--- config.mk ---
export PLATFORM = sky130hd
export DESIGN_NAME = turn_action_ctrl
export DESIGN_NICKNAME = d
export VERILOG_FILES = /design/src/rtl/turn_ctrl_pkg.sv /design/src/rtl/turn_action_ctrl_path_check.sv /design/src/rtl/turn_action_ctrl.sv
export SDC_FILE = /design/constraint.sdc
export NUM_CORES = 1
export LEC_CHECK = 0
export CAP_MARGIN = 20
export CORE_MARGIN = 10
export CORE_UTILIZATION = 57
export CTS_BUF_LIST = sky130_fd_sc_hd__clkbuf_8
export CTS_CLUSTER_SIZE = 25
export DETAILED_ROUTE_END_ITERATION = 10
export PLACE_DENSITY = 0.87
export REMOVE_ABC_BUFFERS = 1
export SETUP_SLACK_MARGIN = 0.2
export SLEW_MARGIN = 20
export SYNTH_ARGS = -nofsm -noshare
export SYNTH_HDL_FRONTEND = slang
export SYNTH_SLANG_ARGS = --single-unit
--- constraint.sdc ---
create_clock -name clk_25MHz -period 7.3 [get_ports clk_25MHz]
set_input_delay 1.095 -clock clk_25MHz [delete_from_list [all_inputs] [get_ports clk_25MHz]]
set_output_delay 1.095 -clock clk_25MHz [all_outputs]
set_load 0.05 [all_outputs]
--- src/rtl/turn_ctrl_pkg.sv ---
`default_nettype none
// +------------------------------------------------------------------------+
// | Module      : turn_ctrl_pkg                                            |
// | Description : Shared constants, state encoding and tile helpers for    |
// |               the turn/action sequencer of the 20x15 battle map.       |
// | Revision    : 1.0 - initial release                                    |
// +------------------------------------------------------------------------+
package turn_ctrl_pkg;

  localparam int GRID_W = 20;
  localparam int GRID_H = 15;

  typedef enum logic [2:0] {
    CURSOR    = 3'd0,
    UNIT_SEL  = 3'd1,
    MOVE      = 3'd2,
    ATTACK    = 3'd3,
    END_TURN  = 3'd4,
    GAME_OVER = 3'd5
  } state_t;

  localparam logic UNIT_KNIGHT = 1'b0;
  localparam logic UNIT_WIZARD = 1'b1;

  localparam logic [8:0] CURSOR_POS_RST = 9'd125;
  localparam logic [8:0] KNIGHT_POS_RST = 9'd125;
  localparam logic [8:0] WIZARD_POS_RST = 9'd167;

  // Tile index -> column (0..19)
  function automatic logic [4:0] tile_x(input logic [8:0] pos);
    return 5'(pos % 9'(GRID_W));
  endfunction

  // Tile index -> row (0..14)
  function automatic logic [3:0] tile_y(input logic [8:0] pos);
    return 4'(pos / 9'(GRID_W));
  endfunction

endpackage
`default_nettype wire

--- src/rtl/turn_action_ctrl_path_check.sv ---
`default_nettype none
// +------------------------------------------------------------------------+
// | Module      : grid_path_check                                          |
// | Description : Combinational geometry helper. Gives the Manhattan       |
// |               distance src->cursor and whether the enemy tile lies on  |
// |               the x-first-then-y L-shaped path from src to cursor.     |
// | Ports       : i_src, i_cursor, i_enemy  tile indices (9b)              |
// |               o_dist                    Manhattan distance (6b)        |
// |               o_enemy_on_path           enemy on the L-path            |
// | Revision    : 1.0 - initial release                                    |
// +------------------------------------------------------------------------+
module grid_path_check
  import turn_ctrl_pkg::*;
(
  input  logic [8:0] i_src,
  input  logic [8:0] i_cursor,
  input  logic [8:0] i_enemy,
  output logic [5:0] o_dist,
  output logic       o_enemy_on_path
);

  logic [4:0] w_sx, w_cx, w_ex, w_dx, w_xlo, w_xhi;
  logic [3:0] w_sy, w_cy, w_ey, w_dy, w_ylo, w_yhi;
  logic       w_on_x_leg, w_on_y_leg;

  assign w_sx = tile_x(i_src);
  assign w_sy = tile_y(i_src);
  assign w_cx = tile_x(i_cursor);
  assign w_cy = tile_y(i_cursor);
  assign w_ex = tile_x(i_enemy);
  assign w_ey = tile_y(i_enemy);

  assign w_xlo = (w_sx < w_cx) ? w_sx : w_cx;
  assign w_xhi = (w_sx < w_cx) ? w_cx : w_sx;
  assign w_ylo = (w_sy < w_cy) ? w_sy : w_cy;
  assign w_yhi = (w_sy < w_cy) ? w_cy : w_sy;

  assign w_dx = w_xhi - w_xlo;
  assign w_dy = w_yhi - w_ylo;
  assign o_dist = 6'(w_dx) + 6'(w_dy);

  // Horizontal leg runs along the source row, vertical leg along the
  // destination column; endpoints are included.
  assign w_on_x_leg = (w_ey == w_sy) && (w_ex >= w_xlo) && (w_ex <= w_xhi);
  assign w_on_y_leg = (w_ex == w_cx) && (w_ey >= w_ylo) && (w_ey <= w_yhi);
  assign o_enemy_on_path = w_on_x_leg | w_on_y_leg;

endmodule
`default_nettype wire

--- src/rtl/turn_action_ctrl.sv ---
`default_nettype none
// +------------------------------------------------------------------------+
// | Module      : turn_action_ctrl                                         |
// | Description : Turn-based action sequencer for a knight and a wizard.   |
// |               Button pulses move the cursor, select the active unit    |
// |               and issue move/attack/wait commands; anim_tick paces     |
// |               movement and attack animation.                           |
// | Ports       : clk_25MHz, rst (async, active-low), anim_tick            |
// |               btn_up/down/left/right/ok/cancel   one-pulse buttons     |
// |               selected_pos, knight_pos, wizard_pos  tiles (9b)         |
// |               knight_anim, wizard_anim  sprite frames (3b)             |
// |               knight_hp, wizard_hp  hit points (4b)                    |
// |               turn, invalid, game_over, winner                         |
// | Revision    : 1.0 - initial release                                    |
// +------------------------------------------------------------------------+
module turn_action_ctrl
  import turn_ctrl_pkg::*;
#(
  parameter int HP_INIT         = 10,
  parameter int MOVE_RANGE      = 3,
  parameter int KNIGHT_RANGE    = 1,
  parameter int WIZARD_RANGE    = 3,
  parameter int KNIGHT_DMG      = 3,
  parameter int WIZARD_DMG      = 2,
  parameter int TICKS_PER_FRAME = 4
) (
  input  logic       clk_25MHz,
  input  logic       rst,
  input  logic       anim_tick,
  input  logic       btn_up,
  input  logic       btn_down,
  input  logic       btn_left,
  input  logic       btn_right,
  input  logic       btn_ok,
  input  logic       btn_cancel,
  output logic [8:0] selected_pos,
  output logic [8:0] knight_pos,
  output logic [8:0] wizard_pos,
  output logic [2:0] knight_anim,
  output logic [2:0] wizard_anim,
  output logic [3:0] knight_hp,
  output logic [3:0] wizard_hp,
  output logic       turn,
  output logic       invalid,
  output logic       game_over,
  output logic       winner
);

  // Four attack frames (2..5), each held TICKS_PER_FRAME ticks
  localparam int         c_attack_ticks  = 4 * TICKS_PER_FRAME;
  localparam logic [7:0] c_last_tick     = 8'(c_attack_ticks - 1);
  localparam logic [3:0] c_hp_init       = 4'(HP_INIT);
  localparam logic [3:0] c_knight_dmg    = 4'(KNIGHT_DMG);
  localparam logic [3:0] c_wizard_dmg    = 4'(WIZARD_DMG);
  localparam logic [5:0] c_knight_range  = 6'(KNIGHT_RANGE);
  localparam logic [5:0] c_wizard_range  = 6'(WIZARD_RANGE);
  localparam logic [5:0] c_move_range    = 6'(MOVE_RANGE);

  state_t     r_state, w_state_nxt;
  logic       r_turn, w_turn_nxt;
  logic [8:0] r_selected_pos, w_selected_pos_nxt;
  logic [8:0] r_knight_pos, w_knight_pos_nxt;
  logic [8:0] r_wizard_pos, w_wizard_pos_nxt;
  logic [8:0] r_src, w_src_nxt;
  logic [8:0] r_dst, w_dst_nxt;
  logic [3:0] r_knight_hp, w_knight_hp_nxt;
  logic [3:0] r_wizard_hp, w_wizard_hp_nxt;
  logic [3:0] r_anim_cnt, w_anim_cnt_nxt;
  logic [7:0] r_tick_cnt, w_tick_cnt_nxt;
  logic [2:0] r_knight_anim, w_knight_anim_nxt;
  logic [2:0] r_wizard_anim, w_wizard_anim_nxt;
  logic       r_invalid, w_invalid_nxt;
  logic       r_game_over, w_game_over_nxt;
  logic       r_winner, w_winner_nxt;

  logic [8:0] w_active_pos, w_enemy_pos, w_cursor_moved, w_step_pos;
  logic [5:0] w_dist, w_range;
  logic       w_enemy_on_path;
  logic [3:0] w_dmg, w_enemy_hp, w_hp_hit;
  logic [4:0] w_cur_x, w_act_x, w_dst_x;
  logic [3:0] w_cur_y, w_act_y, w_dst_y;
  logic       w_do_cancel, w_do_ok, w_arrow_en;
  logic       w_do_up, w_do_down, w_do_left, w_do_right;
  logic [2:0] w_atk_frame;
  logic [2:0] w_idle_frame;

  assign w_active_pos = r_turn ? r_wizard_pos : r_knight_pos;
  assign w_enemy_pos  = r_turn ? r_knight_pos : r_wizard_pos;
  assign w_range      = r_turn ? c_wizard_range : c_knight_range;
  assign w_dmg        = r_turn ? c_wizard_dmg : c_knight_dmg;
  assign w_enemy_hp   = r_turn ? r_knight_hp : r_wizard_hp;
  assign w_hp_hit     = (w_enemy_hp > w_dmg) ? (w_enemy_hp - w_dmg) : 4'd0;

  grid_path_check u_path_check (
    .i_src           (r_src),
    .i_cursor        (r_selected_pos),
    .i_enemy         (w_enemy_pos),
    .o_dist          (w_dist),
    .o_enemy_on_path (w_enemy_on_path)
  );

  // Priority decode: exactly one action (or none) survives per cycle
  assign w_do_cancel = btn_cancel;
  assign w_do_ok     = btn_ok & ~btn_cancel;
  assign w_arrow_en  = ~btn_cancel & ~btn_ok;
  assign w_do_up     = w_arrow_en & btn_up;
  assign w_do_down   = w_arrow_en & ~btn_up & btn_down;
  assign w_do_left   = w_arrow_en & ~btn_up & ~btn_down & btn_left;
  assign w_do_right  = w_arrow_en & ~btn_up & ~btn_down & ~btn_left & btn_right;

  assign w_cur_x = tile_x(r_selected_pos);
  assign w_cur_y = tile_y(r_selected_pos);
  assign w_act_x = tile_x(w_active_pos);
  assign w_act_y = tile_y(w_active_pos);
  assign w_dst_x = tile_x(r_dst);
  assign w_dst_y = tile_y(r_dst);

  // Cursor after the decoded arrow; edge presses leave it in place
  always_comb begin
    w_cursor_moved = r_selected_pos;
    if (w_do_up && (w_cur_y != 4'd0))
      w_cursor_moved = r_selected_pos - 9'(GRID_W);
    else if (w_do_down && (w_cur_y != 4'(GRID_H - 1)))
      w_cursor_moved = r_selected_pos + 9'(GRID_W);
    else if (w_do_left && (w_cur_x != 5'd0))
      w_cursor_moved = r_selected_pos - 9'd1;
    else if (w_do_right && (w_cur_x != 5'(GRID_W - 1)))
      w_cursor_moved = r_selected_pos + 9'd1;
  end

  // One movement step toward dst, columns first
  always_comb begin
    w_step_pos = w_active_pos;
    if (w_act_x < w_dst_x)
      w_step_pos = w_active_pos + 9'd1;
    else if (w_act_x > w_dst_x)
      w_step_pos = w_active_pos - 9'd1;
    else if (w_act_y < w_dst_y)
      w_step_pos = w_active_pos + 9'(GRID_W);
    else if (w_act_y > w_dst_y)
      w_step_pos = w_active_pos - 9'(GRID_W);
  end

  assign w_anim_cnt_nxt = r_anim_cnt + 4'(anim_tick);

  always_comb begin
    w_state_nxt        = r_state;
    w_turn_nxt         = r_turn;
    w_selected_pos_nxt = r_selected_pos;
    w_knight_pos_nxt   = r_knight_pos;
    w_wizard_pos_nxt   = r_wizard_pos;
    w_src_nxt          = r_src;
    w_dst_nxt          = r_dst;
    w_knight_hp_nxt    = r_knight_hp;
    w_wizard_hp_nxt    = r_wizard_hp;
    w_tick_cnt_nxt     = r_tick_cnt;
    w_invalid_nxt      = 1'b0;
    w_game_over_nxt    = r_game_over;
    w_winner_nxt       = r_winner;

    case (r_state)
      CURSOR: begin
        if (w_do_ok) begin
          if (r_selected_pos == w_active_pos) begin
            w_state_nxt = UNIT_SEL;
            w_src_nxt   = r_selected_pos;
          end else begin
            w_invalid_nxt = 1'b1;
          end
        end else begin
          w_selected_pos_nxt = w_cursor_moved;
        end
      end

      UNIT_SEL: begin
        if (w_do_cancel) begin
          w_state_nxt = CURSOR;
        end else if (w_do_ok) begin
          if (r_selected_pos == r_src) begin
            w_state_nxt = END_TURN;
          end else if ((r_selected_pos == w_enemy_pos) && (w_dist <= w_range)) begin
            w_state_nxt    = ATTACK;
            w_tick_cnt_nxt = 8'd0;
          end else if ((r_selected_pos != w_enemy_pos) && (w_dist <= c_move_range) &&
                       !w_enemy_on_path) begin
            w_state_nxt = MOVE;
            w_dst_nxt   = r_selected_pos;
          end else begin
            w_invalid_nxt = 1'b1;
          end
        end else begin
          w_selected_pos_nxt = w_cursor_moved;
        end
      end

      MOVE: begin
        if (anim_tick) begin
          if (r_turn == UNIT_WIZARD) w_wizard_pos_nxt = w_step_pos;
          else                       w_knight_pos_nxt = w_step_pos;
          if (w_step_pos == r_dst) w_state_nxt = END_TURN;
        end
      end

      ATTACK: begin
        if (anim_tick) begin
          if (r_tick_cnt == c_last_tick) begin
            if (r_turn == UNIT_WIZARD) w_knight_hp_nxt = w_hp_hit;
            else                       w_wizard_hp_nxt = w_hp_hit;
            if (w_hp_hit == 4'd0) begin
              w_state_nxt     = GAME_OVER;
              w_game_over_nxt = 1'b1;
              w_winner_nxt    = r_turn;
            end else begin
              w_state_nxt = END_TURN;
            end
          end else begin
            w_tick_cnt_nxt = r_tick_cnt + 8'd1;
          end
        end
      end

      END_TURN: begin
        w_turn_nxt         = ~r_turn;
        w_selected_pos_nxt = r_turn ? r_knight_pos : r_wizard_pos;
        w_state_nxt        = CURSOR;
      end

      GAME_OVER: begin
        w_state_nxt = GAME_OVER;
      end

      default: begin
        w_state_nxt = CURSOR;
      end
    endcase

    // Frames are derived from next-cycle counters so the registered
    // outputs line up with the registered state they belong to.
    w_idle_frame = {2'b00, w_anim_cnt_nxt[3]};
    w_atk_frame  = 3'(32'd2 + 32'(w_tick_cnt_nxt) / TICKS_PER_FRAME);
    w_knight_anim_nxt = w_idle_frame;
    w_wizard_anim_nxt = w_idle_frame;
    if (w_state_nxt == ATTACK) begin
      if (r_turn == UNIT_WIZARD) w_wizard_anim_nxt = w_atk_frame;
      else                       w_knight_anim_nxt = w_atk_frame;
    end
  end

  always_ff @(posedge clk_25MHz or negedge rst) begin
    if (!rst) begin
      r_state        <= CURSOR;
      r_turn         <= UNIT_KNIGHT;
      r_selected_pos <= CURSOR_POS_RST;
      r_knight_pos   <= KNIGHT_POS_RST;
      r_wizard_pos   <= WIZARD_POS_RST;
      r_src          <= CURSOR_POS_RST;
      r_dst          <= CURSOR_POS_RST;
      r_knight_hp    <= c_hp_init;
      r_wizard_hp    <= c_hp_init;
      r_anim_cnt     <= 4'd0;
      r_tick_cnt     <= 8'd0;
      r_knight_anim  <= 3'd0;
      r_wizard_anim  <= 3'd0;
      r_invalid      <= 1'b0;
      r_game_over    <= 1'b0;
      r_winner       <= UNIT_KNIGHT;
    end else begin
      r_state        <= w_state_nxt;
      r_turn         <= w_turn_nxt;
      r_selected_pos <= w_selected_pos_nxt;
      r_knight_pos   <= w_knight_pos_nxt;
      r_wizard_pos   <= w_wizard_pos_nxt;
      r_src          <= w_src_nxt;
      r_dst          <= w_dst_nxt;
      r_knight_hp    <= w_knight_hp_nxt;
      r_wizard_hp    <= w_wizard_hp_nxt;
      r_anim_cnt     <= w_anim_cnt_nxt;
      r_tick_cnt     <= w_tick_cnt_nxt;
      r_knight_anim  <= w_knight_anim_nxt;
      r_wizard_anim  <= w_wizard_anim_nxt;
      r_invalid      <= w_invalid_nxt;
      r_game_over    <= w_game_over_nxt;
      r_winner       <= w_winner_nxt;
    end
  end

  assign selected_pos = r_selected_pos;
  assign knight_pos   = r_knight_pos;
  assign wizard_pos   = r_wizard_pos;
  assign knight_anim  = r_knight_anim;
  assign wizard_anim  = r_wizard_anim;
  assign knight_hp    = r_knight_hp;
  assign wizard_hp    = r_wizard_hp;
  assign turn         = r_turn;
  assign invalid      = r_invalid;
  assign game_over    = r_game_over;
  assign winner       = r_winner;

endmodule
`default_nettype wire

# [Yosys cells after proc, flatten, opt, wreduce, memory -nomap -nowiden]
# Cells that the tools add are included.
[word_totals] latchBits=0 in_bits=9 mem_bits_rw=0 out_inout_bits=45 reg_bits=78 rom_bits=0 mem_count=0 wordCells=175
[classes] reduce_logical=27 add_sub_neg=15 n_mux=53 eq_ne=22 mul=0 bitwise_logic=18 shifts=0 div=10 magnitude_cmp=13
[op_table] cell="$mux W9" n=12
[op_table] cell="$mux W8" n=6
[op_table] cell="$div A9 B5 Y9 const B" n=5
[op_table] cell="$mod A9 B5 Y9 const B" n=5
[op_table] cell="$mux W3" n=15
[op_table] cell="$eq A9 B9 Y1" n=4
[op_table] cell="$pmux W9 S3" n=1
[op_table] cell="$add A9 B1 Y9 const B" n=2
[op_table] cell="$add A9 B5 Y9 const B" n=2
[op_table] cell="$sub A9 B1 Y9 const B" n=2
[op_table] cell="$sub A9 B5 Y9 const B" n=2
[op_table] cell="$mux W4" n=4
[op_table] cell="$pmux W8 S2" n=1
[op_table] cell="$pmux W3 S5" n=1
[op_table] cell="$ne A2 B2 Y1 const B" n=6
[op_table] cell="$reduce_and A4 Y1" n=3
[op_table] cell="$logic_and A1 B1 Y1" n=11
[op_table] cell="$lt A5 B5 Y1" n=2
[op_table] cell="$mux W5" n=2
[op_table] cell="$and A1 B1 Y1" n=9
[op_table] cell="$eq A3 B2 Y1 const B" n=3
[op_table] cell="$mux W1" n=9
[op_table] cell="$ne A9 B9 Y1" n=1
[op_table] cell="$reduce_and A3 Y1" n=3
[op_table] cell="other kinds (38)" n=47

# [Longest topological paths before layout]
[logic_depth] ltp_word=17 depth_mapped=35 ltp_nobuf=32

# [Cells and area by module]
# From an unflattened synthesis, not the netlist that was laid out.
[hier_totals] cells_unflattened=1358 hier_area_um2=10662.7
[modules_own_cells] mod="turn_action_ctrl" seq_area_each_um2=1993.2 cells_per_inst=886 area_per_inst_um2=7365.8 n_inst=1
[modules_own_cells] mod="grid_path_check" seq_area_each_um2=0.0 cells_per_inst=472 area_per_inst_um2=3296.9 n_inst=1

# [Worst setup path after synthesis]
# Ideal clock, no wire load.
[synth_timing] path_type="register -> register" from="register r_turn, in the netlist turn" to="register r_knight_anim[0], in the netlist knight_anim[0]" path_buffers=4 required_time_ns=7.221 setup_ns=0.079 stages_incl_launch_ff=33 t_arrival_ns=7.725 setup_slack_ns=-0.505 synth_period_minus_slack_ns=7.805 cell_sequence="dfrtp_1 -> buf_6 -> buf_6 -> buf_2 -> buf_2 -> mux2i_1 -> nand2b_1 -> o22ai_1 -> a21oi_1 -> nand2_1 -> xnor2_1 -> nand2_1 -> a21oi_1 -> xnor2_1 -> ha_1 -> a21oi_1 -> maj3_1 -> nor2_1 -> nor3_1 -> mux2i_1 -> ha_1 -> nand2_1 -> o21ba_2 -> nor2_1 -> nor2_1 -> a221oi_2 -> xnor2_1 -> or4b_2 -> nor4_1 -> a21boi_0 -> o32ai_2 -> or3_4 -> mux2i_1"
[synth_via] elab_chain_len=16 word_cells_on_any_way=67 cone_classes="6 x add/sub; 4 x div; 10 x order compare; 7 x eq/ne; 30 x mux; 1 x bitwise; 9 x reduce/logical"
[synth_lines] element="start: declaration" line="turn_action_ctrl.sv:60" source="logic r_turn, w_turn_nxt;"
[synth_lines] element="start signal: assignment" line="turn_action_ctrl.sv:269" source="r_turn <= w_turn_nxt;"
[synth_lines] element="$mux W9" line="turn_action_ctrl.sv:88" source="assign w_enemy_pos = r_turn ? r_knight_pos : r_wizard_pos;"
[synth_lines] element="$mod A9 B5 Y9 / $div A9 B5 Y9 (equally long branches)" line="turn_ctrl_pkg.sv:31, turn_ctrl_pkg.sv:36"
[synth_lines] element="$ge A5 B5 Y1, or another cell as far along" line="turn_action_ctrl_path_check.sv:44" source="assign w_on_x_leg = (w_ey == w_sy) && (w_ex >= w_xlo) && (w_ex <= w_xhi);"
[synth_lines] element="$logic_and A1 B1 Y1 (on tied branches) (2 in a row)" line="turn_action_ctrl_path_check.sv:44, turn_action_ctrl_path_check.sv:45"
[synth_lines] element="$or A1 B1 Y1" line="turn_action_ctrl_path_check.sv:46" source="assign o_enemy_on_path = w_on_x_leg | w_on_y_leg;"
[synth_lines] element="$logic_not A1 Y1" line="turn_action_ctrl.sv:185" source="!w_enemy_on_path) begin"
[synth_lines] element="$logic_and A1 B1 Y1" line="turn_action_ctrl.sv:184" source="end else if ((r_selected_pos != w_enemy_pos) && (w_dist <= c_move_range) &&"
[synth_lines] element="$mux W3" line="turn_action_ctrl.sv:184"
[synth_lines] element="$mux W3" line="turn_action_ctrl.sv:181" source="end else if ((r_selected_pos == w_enemy_pos) && (w_dist <= w_range)) begin"
[synth_lines] element="$mux W3" line="turn_action_ctrl.sv:179" source="if (r_selected_pos == r_src) begin"
[synth_lines] element="$mux W3" line="turn_action_ctrl.sv:178" source="end else if (w_do_ok) begin"
[synth_lines] element="$mux W3" line="turn_action_ctrl.sv:176" source="if (w_do_cancel) begin"
[synth_lines] element="$pmux W3 S5" line="turn_action_ctrl.sv:161" source="case (r_state)"
[synth_lines] element="$eq A3 B2 Y1" line="turn_action_ctrl.sv:243" source="if (w_state_nxt == ATTACK) begin"
[synth_lines] element="$mux W3 *" line="turn_action_ctrl.sv:243"
[synth_lines] element="named net w_knight_anim_nxt[0]" line="turn_action_ctrl.sv:70" source="logic [2:0] r_knight_anim, w_knight_anim_nxt;"
[synth_lines] element="end signal: assignment" line="turn_action_ctrl.sv:279" source="r_knight_anim <= w_knight_anim_nxt;"
[synth_lines] element="end: declaration" line="turn_action_ctrl.sv:70"
# The timed path passes the listed nets; every way through them passes the cells marked *. The select of a mux whose other input is x is not followed.
# A chain may end at the register's enable or synchronous reset.

# [Worst setup path after layout]
[layout_timing] from="register r_selected_pos[2], in the netlist selected_pos[2]" to="register r_knight_anim[0], in the netlist knight_anim[0]"
[layout_via] elab_chain_len=17 word_cells_on_any_way=48 cone_classes="4 x add/sub; 2 x div; 8 x order compare; 6 x eq/ne; 19 x mux; 1 x bitwise; 8 x reduce/logical"
[layout_lines] element="start: declaration" line="turn_action_ctrl.sv:61" source="logic [8:0] r_selected_pos, w_selected_pos_nxt;"
[layout_lines] element="start signal: assignment" line="turn_action_ctrl.sv:270" source="r_selected_pos <= w_selected_pos_nxt;"
[layout_lines] element="branches (longest 16 deep; another with $mod A9 B5 Y9)"
[layout_lines] element="$mux W3 *" line="turn_action_ctrl.sv:243"
[layout_lines] element="named net w_knight_anim_nxt[0]" line="turn_action_ctrl.sv:70"
# Mark *: on every way through the listed nets, which the timed path passes. The select of a mux whose other input is x is not followed.

==> metrics.cfg <==
[setup_path]
worst_setup_path_start_kind = flip-flop
rr_worst_depth = 33
critical_path.max_stage_delay_ns = 0.56
cp_data_arrival_time_ns = 7.24
critical_path_class = reg2reg
cp-end-kind = flip-flop
crit_path_max_fanout = 8
worst_path_max_delay_cell = dfstp_2
critical-path-top-cell-by-count = a211o_1
timing.critical_path.from = selected_pos[2]
required_ns = 7.56
worst_r2r_startpoint = selected_pos[2]

[timing]
finalCritPeriodShare = 0.957
fin_skew_ns = 0.0189
timing.final.max_slew_violations = 0
rsz0062_at_grt = false
fmax_ghz = 0.143
timing.final.setup_violations = 0
tightest_slew_ns = 1.01
hold_viol_final = 0
final_critical_path_setup_slack_ns = 0.317
max_slew_margin = 0.324
period_minus_slack_ns = 6.98

[final_layout]
layout.cells.most_common_list = 103 x nand2_1, 85 x o21ai_0, 82 x nor2_1, 72 x buf_4, 65 x ha_1
layout.core_utilization = 0.672
final_area_mm2 = 0.0111
mostFrequentLayoutCell = nand2_1
finish.cell_count_without_fillers = 1497
layout-drive-gt1-share = 0.190
flow.area_growth_from_synthesis_pct = 16.2
antenna_cells = 0
finish.net_count = 1352

[grt]
grt_max_degree = 79
grt_pass1_wl_um = 45000
grt_overflow = 0
via_count_of_the_first_global_routing_pass = 8823
antenna_found_initial = 0
global_route.usage.total = 0.242

[placed_design]
dp_hpwl_um = 21100
place.port_buffers = 53
placement.setup.worst_slack_ns = -0.0602
placed_cell_areas_mm2 = 0.0105
gpl.final_weighted_congestion = 0.969
placedCellCount = 1469

[clocking]
cts_max_level = 3
clkSlewWorstSetupHoldPaths_ns = 0.11
tritoncts = built
max-clock-path-buffers = 2
numCtsBuffers = 9
clock_sink_count = 78
postCtsHoldBufs = 0
cts-root-buf = clkbuf_8
worst_skew_pair.late_latency_ns = 0.39

[drt]
routed_via_density = 6.57
detailroute.via_count = 9829
routed_wirelength_um = 29000
ant_nets = 0
drt-initial-drc-count = 1020
remaining_drc_errors = 0
detailedRoute.firstPassIterationCount = 8
detail_route.wl_per_cell_um = 19.4

[floorplan]
row_count = 47
placeableCoreArea_mm2 = 0.0165
fp.dieH_um = 149
fp.dieArea_mm2 = 0.0223
start_util = 0.578
design.portCount = 54
die_x_um = 149

[yosys]
synth-edff-count = 0
synthesis.yosys.warnings = 0
ys_seq_elements = 78
mappedNetlistArea_mm2 = 0.00952
synth-seq-area-share = 0.209
ys_types = 99
post_synth_inst_count = 1203
synth-async-reset-ratio = 1.00
syn_avg_cell_area_um2 = 7.92
synth-main-ff-cell = dfrtp_1

[hold_path]
hold_path.startpoint = game_over
holdCritPathClass = reg2reg
worst_hold_path.num_cells = 1

[job]
max_cap_violations = 0

[outcome]
outcome = completed

## logic make-up after synthesis
logic type | Yosys count | share of synthesized area
AND/OR/NAND/NOR | 404 | 0.215
AO/OA/AOI/OAI | 347 | 0.251
flip-flops | 78 | 0.209
buffers and inverters | 141 | 0.0597
adder cells (fa/ha/maj) | 74 | 0.0980
XOR/XNOR | 87 | 0.0830
multiplexers | 72 | 0.0834
## area by class of cell
| type | count | area (um2) |
|---|---|---|
| Inverter | 71 | 267 |
| Clock buffer | 9 | 124 |
| Sequential cell | 78 | 2010 |
| Timing Repair Buffer | 128 | 1110 |
| Clock inverter | 7 | 61.3 |
| Tap cell | 220 | 275 |
| Multi-Input combinational cell | 984 | 7220 |
| Fill cell | 1297 | 5400 |
## worst max-delay path, delay by kind of cell, from the launching register on
| kind | cells | cell delay (ns) |
|---|---|---|
| AOI/OAI and AO/OA | 13 | 2.34 |
| and+or+nand+nor | 10 | 2.31 |
| adders and majority gates | 4 | 0.97 |
| DFF | 1 | 0.56 |
| buffers and inverters | 4 | 0.37 |
| xor gates and xnor gates | 1 | 0.16 |
| muxes | 1 | 0.13 |
## path summary, 6_finish.rpt
check | to | slack, ns
max | knight_anim[0] | 0.32
min | game_over | 0.47
max reg2reg | knight_anim[0] | 0.32
min reg2reg | game_over | 0.47
max in group asynchronous | turn | 5.72
min in group asynchronous | wizard_pos[6] | 0.87
## Yosys cell counts (5+ instances only)
| cell | number | area [um2] |
|---|---|---|
| buf_1 | 6 | 22.5 |
| a211oi_1 | 16 | 120 |
| inv_1 | 66 | 248 |
| a21o_1 | 13 | 97.6 |
| a22oi_1 | 7 | 52.6 |
| o21a_1 | 12 | 90.1 |
| buf_2 | 16 | 80.1 |
| nand4_1 | 7 | 43.8 |
| mux2_2 | 39 | 439 |
| or3_1 | 6 | 37.5 |
| nand3b_1 | 6 | 45.0 |
| o32ai_1 | 5 | 43.8 |
| nor3b_1 | 10 | 75.1 |
| mux2i_1 | 29 | 290 |
| xor2_1 | 18 | 158 |
| nor2_1 | 85 | 319 |
| o21ai_0 | 86 | 430 |
| and2_1 | 11 | 68.8 |
| o31ai_1 | 6 | 45.0 |
| a221oi_1 | 8 | 70.1 |
| a311oi_1 | 10 | 87.6 |
| a21oi_1 | 69 | 345 |
| clkbuf_1 | 45 | 169 |
| nand3_1 | 23 | 115 |
| or2_2 | 7 | 43.8 |
| dfrtp_1 | 45 | 1130 |
| o211ai_1 | 13 | 97.6 |
| nand2_1 | 107 | 402 |
| xnor2_1 | 67 | 587 |
| o22ai_1 | 11 | 68.8 |
| dfstp_2 | 33 | 867 |
| ha_1 | 69 | 863 |
| nor3_1 | 36 | 180 |
| a211o_1 | 6 | 52.6 |
| nand2b_1 | 28 | 175 |
| nor4_1 | 20 | 125 |
| nor2b_1 | 27 | 169 |
| and3_1 | 12 | 75.1 |
| a31oi_1 | 10 | 62.6 |
| or4_1 | 7 | 52.6 |
## what timing repair did
action | 4_1_cts | 5_1_grt
gates resized for setup | 4 | 57
endpoints found under the setup margin | 12 | 25
gates cloned | 0 | 0
buffers inserted | 5 | 7
pin swaps | 3 | 22
## per-stage QoR
stage	TNS (ns)	hold WS (ns)
CTS	0	0.478
global placement	0	0.452
floorplan	-8.76	0.442
finish	0	0.472
global route	0	0.487
detailed placement	-0.0897	0.457
## flip-flops by register name, summed over array words and instances, names as in the netlist, 3 cells and up
| signal | cells |
|---|---|
| knight_hp | 4 |
| wizard_hp | 4 |
| r_state | 3 |
| r_anim_cnt | 4 |
| r_dst | 9 |
| r_src | 9 |
| wizard_pos | 9 |
| wizard_anim | 3 |
| selected_pos | 9 |
| knight_pos | 9 |
| knight_anim | 3 |
| r_tick_cnt | 8 |
## metal layers
| layer | track usage | wire, um |
|---|---|---|
| met5 | 0 | 0 |
| met1 | 0.314 | 11900 |
| met2 | 0.396 | 13600 |
| met4 | 0.0962 | 1160 |
| met3 | 0.0346 | 2440 |
Power is not shown: default switching activity piles up to over one toggle a cycle in this logic, so the estimate is an artifact.
